--- src/rtl/regfile_write_arbiter_pkg.sv ---
// -----------------------------------------------------------------------------
// regfile_write_arbiter_pkg
// Shared definitions for the register-file write arbiter and its FIFO.
//   REG_W / DATA_W : register-number and data widths of the 32x32 register file
//   ZERO_REG       : architectural zero register; writes to it are discarded
//   wr_req_t       : one write request {destination, value}
//   win_src_e      : which requester owns the write port in a given cycle
//   req_live()     : a request that actually has to reach the register file
// -----------------------------------------------------------------------------
package regfile_write_arbiter_pkg;

    localparam int REG_W  = 5;
    localparam int DATA_W = 32;

    localparam logic [REG_W-1:0] ZERO_REG = '0;

    typedef struct packed {
        logic [REG_W-1:0]  rd;
        logic [DATA_W-1:0] data;
    } wr_req_t;

    typedef enum logic [2:0] {
        SRC_NONE   = 3'd0,
        SRC_FORCE  = 3'd1,
        SRC_WB     = 3'd2,
        SRC_HEAD   = 3'd3,
        SRC_BYPASS = 3'd4
    } win_src_e;

    // A request to r0 is accepted by the handshake but otherwise behaves as
    // if it never happened.
    function automatic logic req_live(input logic v, input logic [REG_W-1:0] r);
        return v && (r != ZERO_REG);
    endfunction

endpackage

--- src/rtl/regfile_write_arbiter_wr_fifo.sv ---
// -----------------------------------------------------------------------------
// wr_fifo
// DEPTH-entry circular FIFO holding long-latency write requests that lost
// arbitration. Also presents every entry in age order (index 0 = head/oldest)
// so the top can run the forwarding lookup over uncommitted values.
//   i_clk, i_rst   : clock, asynchronous active-high reset
//   i_push         : enqueue i_push_req at the tail
//   i_pop          : dequeue the head
//   o_head         : current head entry (valid when !o_empty)
//   o_empty/o_full : occupancy flags from the registered count
//   o_age_req/vld  : all entries ordered oldest..youngest with valid bits
// Simultaneous push and pop leave the count unchanged; both pointers advance
// and wrap modulo DEPTH (DEPTH must be a power of two).
// -----------------------------------------------------------------------------
module wr_fifo
    import regfile_write_arbiter_pkg::*;
#(
    parameter  int DEPTH = 4,
    localparam int PTR_W = $clog2(DEPTH),
    localparam int CNT_W = PTR_W + 1
) (
    input  logic                  i_clk,
    input  logic                  i_rst,
    input  logic                  i_push,
    input  wr_req_t               i_push_req,
    input  logic                  i_pop,
    output wr_req_t               o_head,
    output logic                  o_empty,
    output logic                  o_full,
    output wr_req_t [DEPTH-1:0]   o_age_req,
    output logic    [DEPTH-1:0]   o_age_vld
);

    localparam logic [CNT_W-1:0] CNT_DEPTH = CNT_W'(DEPTH);

    wr_req_t          r_mem [DEPTH];
    logic [PTR_W-1:0] r_wr_ptr;
    logic [PTR_W-1:0] r_rd_ptr;
    logic [CNT_W-1:0] r_count;

    logic w_push;
    logic w_pop;

    assign o_empty = (r_count == '0);
    assign o_full  = (r_count == CNT_DEPTH);

    // Defensive gating: an illegal push/pop is dropped rather than corrupting
    // the count.
    assign w_push = i_push && !o_full;
    assign w_pop  = i_pop  && !o_empty;

    always_ff @(posedge i_clk or posedge i_rst) begin
        if (i_rst) begin
            r_wr_ptr <= '0;
            r_rd_ptr <= '0;
            r_count  <= '0;
        end else begin
            if (w_push) r_wr_ptr <= r_wr_ptr + 1'b1;
            if (w_pop)  r_rd_ptr <= r_rd_ptr + 1'b1;
            case ({w_push, w_pop})
                2'b10:   r_count <= r_count + 1'b1;
                2'b01:   r_count <= r_count - 1'b1;
                default: r_count <= r_count;
            endcase
        end
    end

    // Storage needs no reset: occupancy is defined purely by the count.
    always_ff @(posedge i_clk) begin
        if (w_push) r_mem[r_wr_ptr] <= i_push_req;
    end

    assign o_head = r_mem[r_rd_ptr];

    // Pointer arithmetic wraps naturally at PTR_W bits.
    always_comb begin
        for (int i = 0; i < DEPTH; i++) begin
            o_age_req[i] = r_mem[r_rd_ptr + PTR_W'(i)];
            o_age_vld[i] = (CNT_W'(i) < r_count);
        end
    end

endmodule

--- src/rtl/regfile_write_arbiter.sv ---
// -----------------------------------------------------------------------------
// regfile_write_arbiter
// Owns the single write port of the 32x32 register file. Merges WB-stage
// results with long-latency (mul/div, load-miss) results, queueing the latter
// in wr_fifo, and registers the winning write onto write_reg/write_data/reg_w.
//
// Ports
//   clk, reset            : clock; asynchronous active-high reset
//   wb_valid/reg/data     : WB request; wb_stall=1 means it was refused and
//                           the pipeline re-presents it next cycle
//   lu_valid/reg/data     : long-latency result; lu_ready accepts it
//   write_reg/data, reg_w : registered write port to the register file
//   q_reg -> q_hit/q_data : combinational lookup of uncommitted values
//
// Handshake: an lu result transfers in any cycle where lu_valid && lu_ready.
// lu_ready depends only on the registered FIFO count, so a full FIFO refuses
// even in a cycle where its head drains. A WB request is taken in any cycle
// with wb_valid && !wb_stall; wb_stall depends only on registered state.
//
// Winner each cycle: forced head (guard build) > WB > FIFO head > lu bypass
// (bypass only with an empty FIFO, so lu results never overtake the queue).
// Requests to r0 are accepted and dropped.
//
// Build option: define WB_STARVE_GUARD_EN to add the starvation guard. The
// head's waiting age is counted and, at STARVE_MAX, the head is forced out
// while WB is stalled for that one cycle. Without it, wb_stall is constant 0
// and a continuously busy WB stage can starve the queue.
// -----------------------------------------------------------------------------
module regfile_write_arbiter
    import regfile_write_arbiter_pkg::*;
#(
    parameter int DEPTH      = 4,
    parameter int STARVE_MAX = 3
) (
    input  logic              clk,
    input  logic              reset,
    input  logic              wb_valid,
    input  logic [REG_W-1:0]  wb_reg,
    input  logic [DATA_W-1:0] wb_data,
    output logic              wb_stall,
    input  logic              lu_valid,
    output logic              lu_ready,
    input  logic [REG_W-1:0]  lu_reg,
    input  logic [DATA_W-1:0] lu_data,
    output logic [REG_W-1:0]  write_reg,
    output logic [DATA_W-1:0] write_data,
    output logic              reg_w,
    input  logic [REG_W-1:0]  q_reg,
    output logic              q_hit,
    output logic [DATA_W-1:0] q_data
);

    wr_req_t              w_wb_req;
    wr_req_t              w_lu_req;
    wr_req_t              w_head;
    wr_req_t              w_win_req;
    wr_req_t [DEPTH-1:0]  w_age_req;
    logic    [DEPTH-1:0]  w_age_vld;
    win_src_e             w_src;

    logic w_empty;
    logic w_full;
    logic w_push;
    logic w_pop;
    logic w_force;
    logic w_wb_live;
    logic w_lu_live;

    wr_req_t r_out;
    logic    r_reg_w;

    assign w_wb_req = '{rd: wb_reg, data: wb_data};
    assign w_lu_req = '{rd: lu_reg, data: lu_data};

    assign lu_ready  = !w_full;
    assign w_wb_live = req_live(wb_valid && !wb_stall, wb_reg);
    assign w_lu_live = req_live(lu_valid && lu_ready, lu_reg);

    // ---------------------------------------------------------------------
    // Starvation guard
    // ---------------------------------------------------------------------
`ifdef WB_STARVE_GUARD_EN
    localparam int AGE_W = (STARVE_MAX < 1) ? 1 : $clog2(STARVE_MAX + 1);
    localparam logic [AGE_W-1:0] AGE_MAX = AGE_W'(STARVE_MAX);

    logic [AGE_W-1:0] r_age;

    assign w_force = !w_empty && (r_age == AGE_MAX);

    // Age counts cycles the current head sat without leaving. Reaching
    // AGE_MAX forces a pop, so the counter never runs past it.
    always_ff @(posedge clk or posedge reset) begin
        if (reset) begin
            r_age <= '0;
        end else if (w_empty || w_pop) begin
            r_age <= '0;
        end else begin
            r_age <= r_age + 1'b1;
        end
    end
`else
    logic w_unused_starve;

    assign w_force         = 1'b0;
    assign w_unused_starve = (STARVE_MAX != 0);
`endif

    assign wb_stall = w_force;

    // ---------------------------------------------------------------------
    // Arbitration
    // ---------------------------------------------------------------------
    always_comb begin
        w_src     = SRC_NONE;
        w_win_req = '0;
        w_pop     = 1'b0;
        if (w_force) begin
            w_src     = SRC_FORCE;
            w_win_req = w_head;
            w_pop     = 1'b1;
        end else if (w_wb_live) begin
            w_src     = SRC_WB;
            w_win_req = w_wb_req;
        end else if (!w_empty) begin
            w_src     = SRC_HEAD;
            w_win_req = w_head;
            w_pop     = 1'b1;
        end else if (w_lu_live) begin
            w_src     = SRC_BYPASS;
            w_win_req = w_lu_req;
        end
    end

    // An accepted lu result that did not go straight to the port joins the
    // tail. lu_ready already guarantees there is room.
    assign w_push = w_lu_live && (w_src != SRC_BYPASS);

    wr_fifo #(
        .DEPTH (DEPTH)
    ) u_wr_fifo (
        .i_clk      (clk),
        .i_rst      (reset),
        .i_push     (w_push),
        .i_push_req (w_lu_req),
        .i_pop      (w_pop),
        .o_head     (w_head),
        .o_empty    (w_empty),
        .o_full     (w_full),
        .o_age_req  (w_age_req),
        .o_age_vld  (w_age_vld)
    );

    // ---------------------------------------------------------------------
    // Output register: zero payload when nobody wins keeps the port quiet.
    // ---------------------------------------------------------------------
    always_ff @(posedge clk or posedge reset) begin
        if (reset) begin
            r_out   <= '0;
            r_reg_w <= 1'b0;
        end else begin
            r_out   <= w_win_req;
            r_reg_w <= (w_src != SRC_NONE);
        end
    end

    assign write_reg  = r_out.rd;
    assign write_data = r_out.data;
    assign reg_w      = r_reg_w;

    // ---------------------------------------------------------------------
    // Lookup: later assignments override earlier ones, so the output register
    // is checked first and the FIFO is scanned oldest to youngest, leaving the
    // youngest FIFO match as the result.
    // ---------------------------------------------------------------------
    always_comb begin
        q_hit  = 1'b0;
        q_data = '0;
        if (q_reg != ZERO_REG) begin
            if (r_reg_w && (r_out.rd == q_reg)) begin
                q_hit  = 1'b1;
                q_data = r_out.data;
            end
            for (int i = 0; i < DEPTH; i++) begin
                if (w_age_vld[i] && (w_age_req[i].rd == q_reg)) begin
                    q_hit  = 1'b1;
                    q_data = w_age_req[i].data;
                end
            end
        end
    end

endmodule
--- config.mk ---
export PLATFORM = sky130hd
export DESIGN_NAME = regfile_write_arbiter
export DESIGN_NICKNAME = d
export VERILOG_FILES = /design/src/rtl/regfile_write_arbiter_pkg.sv /design/src/rtl/regfile_write_arbiter_wr_fifo.sv /design/src/rtl/regfile_write_arbiter.sv
export SDC_FILE = /design/constraint.sdc
export NUM_CORES = 1
export LEC_CHECK = 0
export CAP_MARGIN = 15
export CORE_AREA = 5 5 167 169
export CTS_CLUSTER_DIAMETER = 150
export CTS_CLUSTER_SIZE = 25
export DETAILED_ROUTE_END_ITERATION = 12
export DIE_AREA = 0 0 172 174
export DONT_BUFFER_PORTS = 1
export GPL_ROUTABILITY_DRIVEN = 0
export PLACE_DENSITY_LB_ADDON = 0.15
export SYNTH_ARGS = -nofsm -noshare
export SYNTH_HDL_FRONTEND = slang
export SYNTH_HIERARCHICAL = 1
export SYNTH_SLANG_ARGS = --single-unit
--- constraint.sdc ---
create_clock -name clk -period 4.4 [get_ports clk]
set_input_delay 0.44 -clock clk [delete_from_list [all_inputs] [get_ports clk]]
set_output_delay 0.44 -clock clk [all_outputs]
set_load 0.01 [all_outputs]
==> impl_metrics.env <==
export IMPL_ys_types=45
export IMPL_hp_class="input pin to flop"
export IMPL_max_cap_viol_count=0
export IMPL_setup_violations=0
export IMPL_critical_path_class="flop to output pin"
export IMPL_worstSetupStartpointType="flop"
export IMPL_status="completed"
export IMPL_postRouteAntennaNets=0
export IMPL_synth_ff_type="edfxtp_1"
export IMPL_synth_top_area_share_pct=34.66
export IMPL_period_share_pct=96.50
export IMPL_cp_required_ns=3.96
export IMPL_synthTopCellsByArea="edfxtp_1 (35%), mux4_2 (26%), dfrtp_1 (8.8%)"
export IMPL_hpwl_mm=21.48
export IMPL_ys_seq_area_share_pct=43.45
export IMPL_cp_max_fo=22
export IMPL_clock_skew_ns=0.01537
export IMPL_fin_nets=977
export IMPL_swShare_pct=38.75
export IMPL_max_freq_ghz=0.2355
export IMPL_vias=8871
export IMPL_grt_pass1_wl_mm=53.55
export IMPL_grt_pass1_vias=9211
export IMPL_start_util_pct=48.52
export IMPL_overflow=0
export IMPL_synth_edff_count=148
export IMPL_tightest_slew_ns=1.027
export IMPL_syn_area_mm2=0.01282
export IMPL_holdPathEnd="u_wr_fifo/r_mem[0][25]"
export IMPL_layout_drive_gt1_share_pct=28.84
export IMPL_tritoncts="built"
export IMPL_coreArea_mm2=0.02643
export IMPL_mappedNetlistNets=1044
export IMPL_clkTransAtPathRegs_ns=0.08
export IMPL_synth_seq_cells=193
export IMPL_clkLatencyLatePin_ns=0.44
export IMPL_die_y_um=174
export IMPL_initialDrtViolationCount=859
export IMPL_postSynthAreaPerCell_um2=13.47
export IMPL_cts_root_buffer="clkbuf_16"
export IMPL_cp_end_kind="output pin"
export IMPL_area_growth_pct=5.562
export IMPL_grt_antenna_before_repair=0
export IMPL_grt_usage_pct=23.12
export IMPL_min_delay_path_depth=0
export IMPL_die_w_um=172
export IMPL_vias_per_cell=7.160
export IMPL_async_flop_share_pct=23.32
export IMPL_yosysTopAreaCell="edfxtp_1"
export IMPL_ctsHtreeMaxLevel=4
export IMPL_fillers=2226
export IMPL_ir_drop_mv=0.3265
export IMPL_routed_wl_mm=34.62
export IMPL_rr_worst_depth=9
export IMPL_p_sw_mw=3.570
export IMPL_dr_pass1_iters=5
export IMPL_clockPowerShare_pct=16.8
export IMPL_p_per_area_mw_per_mm2=680.6
export IMPL_cts_inserted_buffers=17
export IMPL_synth_cells=952
export IMPL_finalSetupTns_ns=0
export IMPL_die_area_mm2=0.02993
export IMPL_p_seq_share_pct=31.8
export IMPL_ios=156
export IMPL_slew_viol_final=0
export IMPL_grt_max_degree=77
export IMPL_timing_slew_headroom_pct=31.40
export IMPL_min_from="lu_data[25]"
export IMPL_layout_min_cycle_time_ns=4.246
export IMPL_cts_buffer_depth=2
export IMPL_r2r_slack_ns=0.98
export IMPL_ys_warn_count=6
export IMPL_routedWlPerCell_um=27.94
export IMPL_drc_errors=0
export IMPL_post_cts_setup_buffers=0
export IMPL_power_internal_mw=5.642
export IMPL_worstPathArrival_ns=3.81
export IMPL_p_total_mw=9.211
export IMPL_worstReg2RegEnd="u_wr_fifo/r_mem[1][12]"
export IMPL_hold_viol_final=0
export IMPL_antenna_diode_count=0
export IMPL_rsz0062_at_grt="no"
export IMPL_largest_reg_flops=148
export IMPL_port_buffers=0
export IMPL_row_count=60
export IMPL_pwr_share_comb_pct=51.4
export IMPL_rr_startpoint="u_wr_fifo/r_count[0]"
export IMPL_power_leakage_nw=4.305
export IMPL_numClockSinks=193
export IMPL_finish_utilization_pct=51.22
export IMPL_whs_ns=0.09317
export IMPL_final_cell_mix="mux4_2 (148), edfxtp_1 (148), nand2_1 (67)"
==> layout make-up <==
| class | count | area (µm²) | area share, % |
|---|---|---|---|
| inverter | 10 | 37.54 | 0.2773 |
| multi-input combinational | 606 | 6410 | 47.36 |
| timing repair buffer | 57 | 509.2 | 3.763 |
| clock inverter | 15 | 147.6 | 1.091 |
| tap | 341 | 426.7 | 3.152 |
| sequential | 193 | 5578 | 41.21 |
| clock buffer | 17 | 425.4 | 3.143 |
==> power by group through the flow <==
stage	logic (mW)	clock network [mW]	registers, mW
after floorplan	4.17	0	2.75
after global placement	4.64	0	2.92
after detailed placement	4.74	0	2.97
after CTS	4.76	1.58	2.93
after global routing	5.11	1.65	2.99
final	4.74	1.55	2.93
==> stage by stage <==
step                setup WS, ns  instances  area, µm²
finish                    0.1541       1239      13530
global route             0.06667       1239      13530
CTS                      0.02622       1239      13530
detailed placement        0.4955       1206      12940
global placement          0.6392       1206      12940
floorplan                 0.8491        952      12820
==> synthesized netlist by cell type (2+ instances only) <==
cell	n
a21oi_1	41
a31o_1	29
a31o_2	3
a31oi_1	32
a32oi_1	32
and2_1	7
and3_1	4
buf_1	3
buf_2	34
buf_4	52
buf_6	10
clkbuf_1	44
dfrtp_1	45
edfxtp_1	148
ha_1	9
inv_1	10
mux4_2	148
nand2_1	68
nand3_1	35
nor2_1	39
nor2b_1	38
nor4_1	3
o21ai_0	3
o221ai_1	32
or3_1	2
or4_1	2
or4b_1	32
xnor2_1	13
xor2_1	18
==> worst max-delay path by stage <==
| stage | from | to | cells after the start |
|---|---|---|---|
| after floorplan | u_wr_fifo/r_count[0] | u_wr_fifo/r_mem[0][0] | 10 |
| after global placement | u_wr_fifo/r_rd_ptr[1] | q_data[0] | 7 |
| after detailed placement | u_wr_fifo/r_rd_ptr[1] | q_data[0] | 7 |
| after CTS | u_wr_fifo/r_rd_ptr[1] | q_data[0] | 7 |
| after global routing | u_wr_fifo/r_rd_ptr[0] | q_data[0] | 8 |
| final | u_wr_fifo/r_rd_ptr[0] | q_data[0] | 8 |
==> cell families (layout without fill, tap and decap cells) <==
family | after synthesis | in the layout | share of synthesized area, %
simple gates | 236 | 236 | 10.20
other cells | 1 | 1 | 0.02925
mux | 149 | 149 | 26.08
compound gates | 180 | 180 | 10.33
xor+xnor | 31 | 31 | 2.118
buf+inv | 153 | 99 | 6.919
fa+ha+maj | 9 | 9 | 0.8783
flops | 193 | 193 | 43.45
==> what timing repair did <==
action | CTS | global route
hold buffers | 1 | 0
endpoints found under the setup margin | 0 | 19
endpoints found under the hold margin | 7 | 0
gates resized for setup | 0 | 2
==> critical path, stage by stage (launching register included) <==
cell and delay (ns):
dfrtp_4 0.65, mux4_2 0.59, xor2_1 0.16, nor4_1 0.49, and4b_2 0.59, buf_12 0.25
nand2_1 0.08, a32oi_1 0.35, buf_4 0.19
==> metal layers <==
metal / wire length, µm / track usage (%) / vias to the layer above
li1: - / - / 3704
met1: 13510 / 30.90 / 4697
met2: 17880 / 39.33 / 423
met3: 2669 / 4.094 / 47
met4: 564 / 5.765 / 0
met5: 0 / 0 / -
(Power assumes the default switching activity.)
